<file path="config.mk">
export PLATFORM = sky130hd
export DESIGN_NAME = cordic_ln_vectoring_8bit
export DESIGN_NICKNAME = d
export VERILOG_FILES = /design/src/rtl/cordic_ln_pkg.sv /design/src/rtl/cordic_ln_vectoring_8bit_stage.sv /design/src/rtl/cordic_ln_vectoring_8bit.sv
export SDC_FILE = /design/constraint.sdc
export NUM_CORES = 1
export LEC_CHECK = 0
export CAP_MARGIN = 20
export CORE_UTILIZATION = 45
export DETAILED_ROUTE_END_ITERATION = 8
export PLACE_DENSITY = 0.69
export SETUP_SLACK_MARGIN = 0.4
export SLEW_MARGIN = 20
export SYNTH_ARGS = -nofsm -noshare
export SYNTH_HDL_FRONTEND = slang
export SYNTH_HIERARCHICAL = 1
export SYNTH_SLANG_ARGS = --single-unit
</file>
<file path="constraint.sdc">
create_clock -name clk -period 12 [get_ports clk]
set_input_delay 1.8 -clock clk [delete_from_list [all_inputs] [get_ports clk]]
set_output_delay 1.8 -clock clk [all_outputs]
set_load 0.005 [all_outputs]
</file>
<file path="src/rtl/cordic_ln_pkg.sv">
// Shared constants, micro-rotation tables and FSM states for the
// hyperbolic vectoring CORDIC ln unit.
package cordic_ln_pkg;

    localparam int A_W    = 8;
    localparam int LN_W   = 7;
    localparam int GUARD  = 2;
    localparam int Z_FRAC = 8;
    localparam int STEPS  = 7;

    localparam int XY_W = A_W + 2 + GUARD;
    localparam int Z_W  = Z_FRAC + 2;
    localparam int K_W  = 3;
    localparam int SH_W = 3;

    // 1.0 in the operand's Q3.5 format
    localparam int ONE_Q5 = 32;

    typedef enum logic [1:0] {
        IDLE,
        INIT,
        ITER,
        OUT
    } state_t;

    // Step 4 repeats shift 4 so the hyperbolic iteration converges.
    function automatic logic [SH_W-1:0] shift_of(input logic [K_W-1:0] k);
        logic [SH_W-1:0] s;
        case (k)
            3'd0:    s = 3'd1;
            3'd1:    s = 3'd2;
            3'd2:    s = 3'd3;
            3'd3:    s = 3'd4;
            3'd4:    s = 3'd4;
            3'd5:    s = 3'd5;
            3'd6:    s = 3'd6;
            default: s = 3'd6;
        endcase
        return s;
    endfunction

    function automatic logic signed [Z_W-1:0] atanh_of(input logic [K_W-1:0] k);
        logic signed [Z_W-1:0] t;
        case (k)
            3'd0:    t = 10'sd141;
            3'd1:    t = 10'sd65;
            3'd2:    t = 10'sd32;
            3'd3:    t = 10'sd16;
            3'd4:    t = 10'sd16;
            3'd5:    t = 10'sd8;
            3'd6:    t = 10'sd4;
            default: t = 10'sd0;
        endcase
        return t;
    endfunction

endpackage

</file>
<file path="src/rtl/cordic_ln_vectoring_8bit_stage.sv">
// One hyperbolic vectoring micro-rotation: drives y toward zero and
// accumulates the corresponding atanh angle into z.
module cordic_hyp_vec_stage
    import cordic_ln_pkg::*;
(
    input  logic signed [XY_W-1:0] x,
    input  logic signed [XY_W-1:0] y,
    input  logic signed [Z_W-1:0]  z,
    input  logic        [SH_W-1:0] shift,
    input  logic signed [Z_W-1:0]  atanh,
    output logic signed [XY_W-1:0] x_next,
    output logic signed [XY_W-1:0] y_next,
    output logic signed [Z_W-1:0]  z_next
);

    logic signed [XY_W-1:0] x_sh;
    logic signed [XY_W-1:0] y_sh;

    always_comb begin
        x_sh = x >>> shift;
        y_sh = y >>> shift;
        if (y[XY_W-1]) begin
            x_next = x + y_sh;
            y_next = y + x_sh;
            z_next = z - atanh;
        end else begin
            x_next = x - y_sh;
            y_next = y - x_sh;
            z_next = z + atanh;
        end
    end

endmodule

</file>
<file path="src/rtl/cordic_ln_vectoring_8bit.sv">
// Iterative hyperbolic CORDIC computing ln(a) for an unsigned Q3.5 operand,
// one micro-rotation per clock behind a start/busy/done handshake.
module cordic_ln_vectoring_8bit
    import cordic_ln_pkg::*;
(
    input  logic            clk,
    input  logic            rst_n,
    input  logic            start,
    input  logic [A_W-1:0]  a_i,
    output logic            busy,
    output logic            done,
    output logic [LN_W-1:0] ln_o,
    output logic            err_o
);

    localparam logic signed [Z_W:0] LN_MAX = 11'sd63;
    localparam logic signed [Z_W:0] LN_MIN = -11'sd64;

    state_t state;
    state_t state_nxt;

    logic        [A_W-1:0]  a_reg;
    logic signed [XY_W-1:0] x;
    logic signed [XY_W-1:0] y;
    logic signed [Z_W-1:0]  z;
    logic        [K_W-1:0]  k;
    logic                   range_err;

    logic signed [XY_W-1:0] x_next;
    logic signed [XY_W-1:0] y_next;
    logic signed [Z_W-1:0]  z_next;

    logic signed [XY_W-1:0] a_ext;
    logic signed [Z_W:0]    z_wide;
    logic signed [Z_W:0]    z_rnd;
    logic        [LN_W-1:0] ln_calc;

    cordic_hyp_vec_stage u_stage (
        .x      (x),
        .y      (y),
        .z      (z),
        .shift  (shift_of(k)),
        .atanh  (atanh_of(k)),
        .x_next (x_next),
        .y_next (y_next),
        .z_next (z_next)
    );

    assign busy  = (state != IDLE);
    assign a_ext = {{(XY_W-A_W){1'b0}}, a_reg};

    // ln = 2z; z is Q.8 and ln_o is Q.4, so divide by 8 with round-half-up.
    always_comb begin
        z_wide = {z[Z_W-1], z};
        z_rnd  = (z_wide + 11'sd4) >>> 3;
        if (z_rnd > LN_MAX) begin
            ln_calc = LN_MAX[LN_W-1:0];
        end else if (z_rnd < LN_MIN) begin
            ln_calc = LN_MIN[LN_W-1:0];
        end else begin
            ln_calc = z_rnd[LN_W-1:0];
        end
    end

    always_comb begin
        state_nxt = state;
        unique case (state)
            IDLE: if (start) state_nxt = INIT;
            INIT: state_nxt = ITER;
            ITER: if (k == K_W'(STEPS-1)) state_nxt = OUT;
            OUT:  state_nxt = start ? INIT : IDLE;
        endcase
    end

    always_ff @(posedge clk or negedge rst_n) begin
        if (!rst_n) begin
            state     <= IDLE;
            a_reg     <= '0;
            x         <= '0;
            y         <= '0;
            z         <= '0;
            k         <= '0;
            range_err <= 1'b0;
            done      <= 1'b0;
            ln_o      <= '0;
            err_o     <= 1'b0;
        end else begin
            state <= state_nxt;
            done  <= 1'b0;
            unique case (state)
                IDLE: begin
                    if (start) a_reg <= a_i;
                end
                INIT: begin
                    x         <= (a_ext + XY_W'(ONE_Q5)) <<< GUARD;
                    y         <= (a_ext - XY_W'(ONE_Q5)) <<< GUARD;
                    z         <= '0;
                    k         <= '0;
                    range_err <= (a_reg < A_W'(4));
                end
                ITER: begin
                    x <= x_next;
                    y <= y_next;
                    z <= z_next;
                    k <= k + 1'b1;
                end
                OUT: begin
                    done  <= 1'b1;
                    ln_o  <= range_err ? LN_MIN[LN_W-1:0] : ln_calc;
                    err_o <= range_err;
                    // Back-to-back: a new operand can be accepted on the done edge.
                    if (start) a_reg <= a_i;
                end
            endcase
        end
    end

endmodule

</file>
==> results_dict.tcl <==
set metrics [dict create \
    area_growth_pct 9.817 \
    final_cell_mix "a21oi_1 (71), nor2_1 (70), dfrtp_1 (57)" \
    routedWlPerCell_um 16.09 \
    die_x_um 119.0 \
    synth_area_um2 6156 \
    n_antenna_cell 0 \
    min_path_type "reg -> reg" \
    tightestPinTransition_ns 0.7380 \
    rsz0062_at_grt "no" \
    worst-r2r-cell-count 23 \
    cp_max_fo 36 \
    top_usage_layer "met2" \
    port_buffers 20 \
    critical_path_required_ns 12.18 \
    fp.dieH_um 119.0 \
    post_cts_buffers 0 \
    setup_tns_ns 0 \
    grt_overflow 0 \
    root_buffer "clkbuf_16" \
    end_kind "flop" \
    ios 21 \
    async_reset_ff_share_pct 100.0 \
    vias 5450 \
    yosys.area_share.adder_pct 11.14 \
    met1_usage_pct 30.15 \
    max_cap_violations 0 \
    hold_end "ln_o[6]$_DFFE_PN0P_" \
    synthMuxAreaShare_pct 11.48 \
    synth_edf_count 0 \
    layout_commonest_cell "a21oi_1" \
    cts_buffer_depth 2 \
    final_nets 807 \
    final_core_util_pct 50.85 \
    cts_resized 0 \
    grt_use_total_pct 21.99 \
    die-area_um2 14150 \
    synth-simple-area-share_pct 17.15 \
    synth_top_family_by_area "compound AO/OA/AOI/OAI gates" \
    reg2reg_from "k[1]$_DFFE_PN0P_" \
    viasPerCell 5.905 \
    postRouteAntennaNets 0 \
    hpwl_um 10850 \
    critPathKind "reg -> reg" \
    hold_violations 0 \
    ys_top_cells_by_area "dfrtp_1 (23%), ha_1 (10%), a21oi_1 (5.9%), xnor2_1 (4.7%), nor2_1 (4.3%)" \
    core.rowCount 42 \
    worstPathArrival_ns 5.75 \
    cts.sinks 57 \
    antenna_found_initial 0 \
    r2r_setup_slack_ns 6.43 \
    post-route-period-util_pct 46.43 \
    fin_worst_skew_ns 0.006691 \
    cp_top_family "simple AND/OR/NAND/NOR gates" \
    core-area_um2 13300 \
    crit_buf_inv 4 \
    status "completed" \
    synth_xor_area_share_pct 7.337 \
    synth_top_cell_by_area "dfrtp_1" \
    slew_headroom_pct 50.70 \
    gp_congestion 0.8776 \
    seqCellArea_um2 1426 \
    cts_tree "yes" \
    postCtsHoldBufs 0 \
    setup_violations 0 \
    multi_input_area_um2 4387 \
    maxSlewViolCount 0 \
    synthFlopType "dfrtp_1" \
    cts.clk_slew.worst_paths_ns 0.05 \
    grtUsageMet3_pct 3.161 \
    synth-compound-area-share_pct 23.46 \
    first_iter_violations 318 \
    cts_buffers 9 \
    fmax_mhz 179.5 \
    crit_chain "inv_1 > ha_1 > nand2_1 > o22ai_4 > buf_4 > clkinv_1 > mux2_1 > nand2_1 > o21a_1 > ha_1 > inv_1 > a221oi_4 > o21ai_2 > xor2_1 > a211oi_2 > ha_1 > or2_2 > or4_1 > nand4_1 > a31oi_1 > xnor3_1 > nand3_1 > o21ai_0" \
    yosysSeqAreaShare_pct 23.17 \
    worstSkewPairLatency_ns 0.33 \
    cp_common_cell "ha_1" \
    drive_gt1_share_pct 8.969 \
    syn_avg_cell_area_um2 8.330 \
    cp-start-kind "flop" \
    reg_top3 "x: 12 flops, y: 12 flops, z: 10 flops" \
    htreeDepth 3 \
    r2r_end "x[11]$_DFFE_PN0P_" \
    holdCritStartpoint "ln_o[6]$_DFFE_PN0P_" \
    start_util_pct 46.30 \
    ys_ff_latch 57 \
    nFillCells 1237 \
    synth_top_area_share_pct 23.17 \
    grt_util_met2_pct 35.20 \
    crit_slowest_cell "dfrtp_1" \
    grt_max_degree 74 \
    totalWireLength_um 14850 \
    dr.pass1.iters 5 \
    yosys_warnings 6 \
    hold_path_depth 1 \
    fin_crit_ns 5.571 \
    yosysUniqueCellTypes 83 \
    drc 0 \
    netlist_instances 739 \
    grt_pass1_wl_um 25190 \
    cpPeakStageDelay_ns 0.47 \
    grt_pass1_vias 5209 \
]
## layout make-up
class	instances	area share [%]
clock buffer	10	3.535
multi-input combinational	599	64.89
sequential	57	21.10
tap	176	3.257
inverter	49	2.721
clock inverter	5	0.8329
timing repair buffer	27	3.665
## metrics by stage
stage	std cells	hold slack [ns]	worst slack [ns]	area, µm²
2_1_floorplan	744	0.4726	7.221	6175
3_3_place_gp	908	0.4799	6.712	6465
3_5_place_dp	908	0.4835	6.486	6465
4_1_cts	923	0.5066	6.435	6760
5_1_grt	923	0.5267	6.057	6760
6_report	923	0.4984	6.429	6760
## per-layer routing
| metal | vias up | share of wire, % |
|---|---|---|
| li1 | 2683 | - |
| met1 | 2585 | 47 |
| met2 | 164 | 46 |
| met3 | 18 | 5.7 |
| met4 | 0 | 1.3 |
| met5 | - | 0 |
## cell families (layout without fill, tap and decap cells)
logic type	Yosys count	after routing
other	1	6
XOR/XNOR	50	50
flip-flops	57	57
AND/OR/NAND/NOR	217	217
buffers and inverters	88	91
multiplexers	58	58
AO/OA/AOI/OAI	215	215
adder cells (fa/ha/maj)	53	53
## worst register-to-register path, stage by stage, from the launching register on
cell	delay [ns]
dfrtp_1	0.47
inv_1	0.19
ha_1	0.24
nand2_1	0.12
o22ai_4	0.15
buf_4	0.43
clkinv_1	0.38
mux2_1	0.46
nand2_1	0.10
o21a_1	0.16
ha_1	0.19
inv_1	0.07
a221oi_4	0.30
o21ai_2	0.13
xor2_1	0.19
a211oi_2	0.10
ha_1	0.22
or2_2	0.32
or4_1	0.44
nand4_1	0.14
a31oi_1	0.11
xnor3_1	0.35
nand3_1	0.09
o21ai_0	0.09
## how the worst max path moves through the flow
| stage | startpoint | to | cells past startpoint |
|---|---|---|---|
| final | k[1]$_DFFE_PN0P_ | x[11]$_DFFE_PN0P_ | 23 |
| after global routing | k[1]$_DFFE_PN0P_ | x[11]$_DFFE_PN0P_ | 23 |
| after floorplan | k[1]$_DFFE_PN0P_ | x[11]$_DFFE_PN0P_ | 23 |
| after CTS | k[1]$_DFFE_PN0P_ | x[11]$_DFFE_PN0P_ | 22 |
| after global placement | k[1]$_DFFE_PN0P_ | x[11]$_DFFE_PN0P_ | 22 |
| after detailed placement | k[1]$_DFFE_PN0P_ | x[11]$_DFFE_PN0P_ | 22 |
## Yosys cell counts (3+ instances only)
master / number
a211oi_1: 6
buf_2: 11
xor2_1: 16
nand3b_1: 5
o32a_1: 5
nand3_1: 22
a21oi_1: 72
nand4_1: 4
inv_1: 48
dfrtp_1: 57
mux2_2: 18
buf_1: 8
mux4_2: 7
o21ai_0: 48
and3_1: 4
nor2b_1: 15
nor2_1: 70
xnor2_1: 33
a31oi_1: 8
clkbuf_1: 14
nor3_1: 19
nand2b_1: 11
buf_6: 4
mux2i_1: 26
nand2_1: 43
a22oi_1: 4
a22o_1: 3
o21bai_1: 5
and2_1: 6
fa_1: 3
o21a_1: 4
a311oi_1: 3
a31o_2: 3
or3_1: 5
a21o_1: 11
ha_1: 50
o22a_1: 5
mux2_1: 5
Power is left out: the tool's default activity adds up to more than one toggle a clock period on the data nets, which glitch-free logic cannot reach.
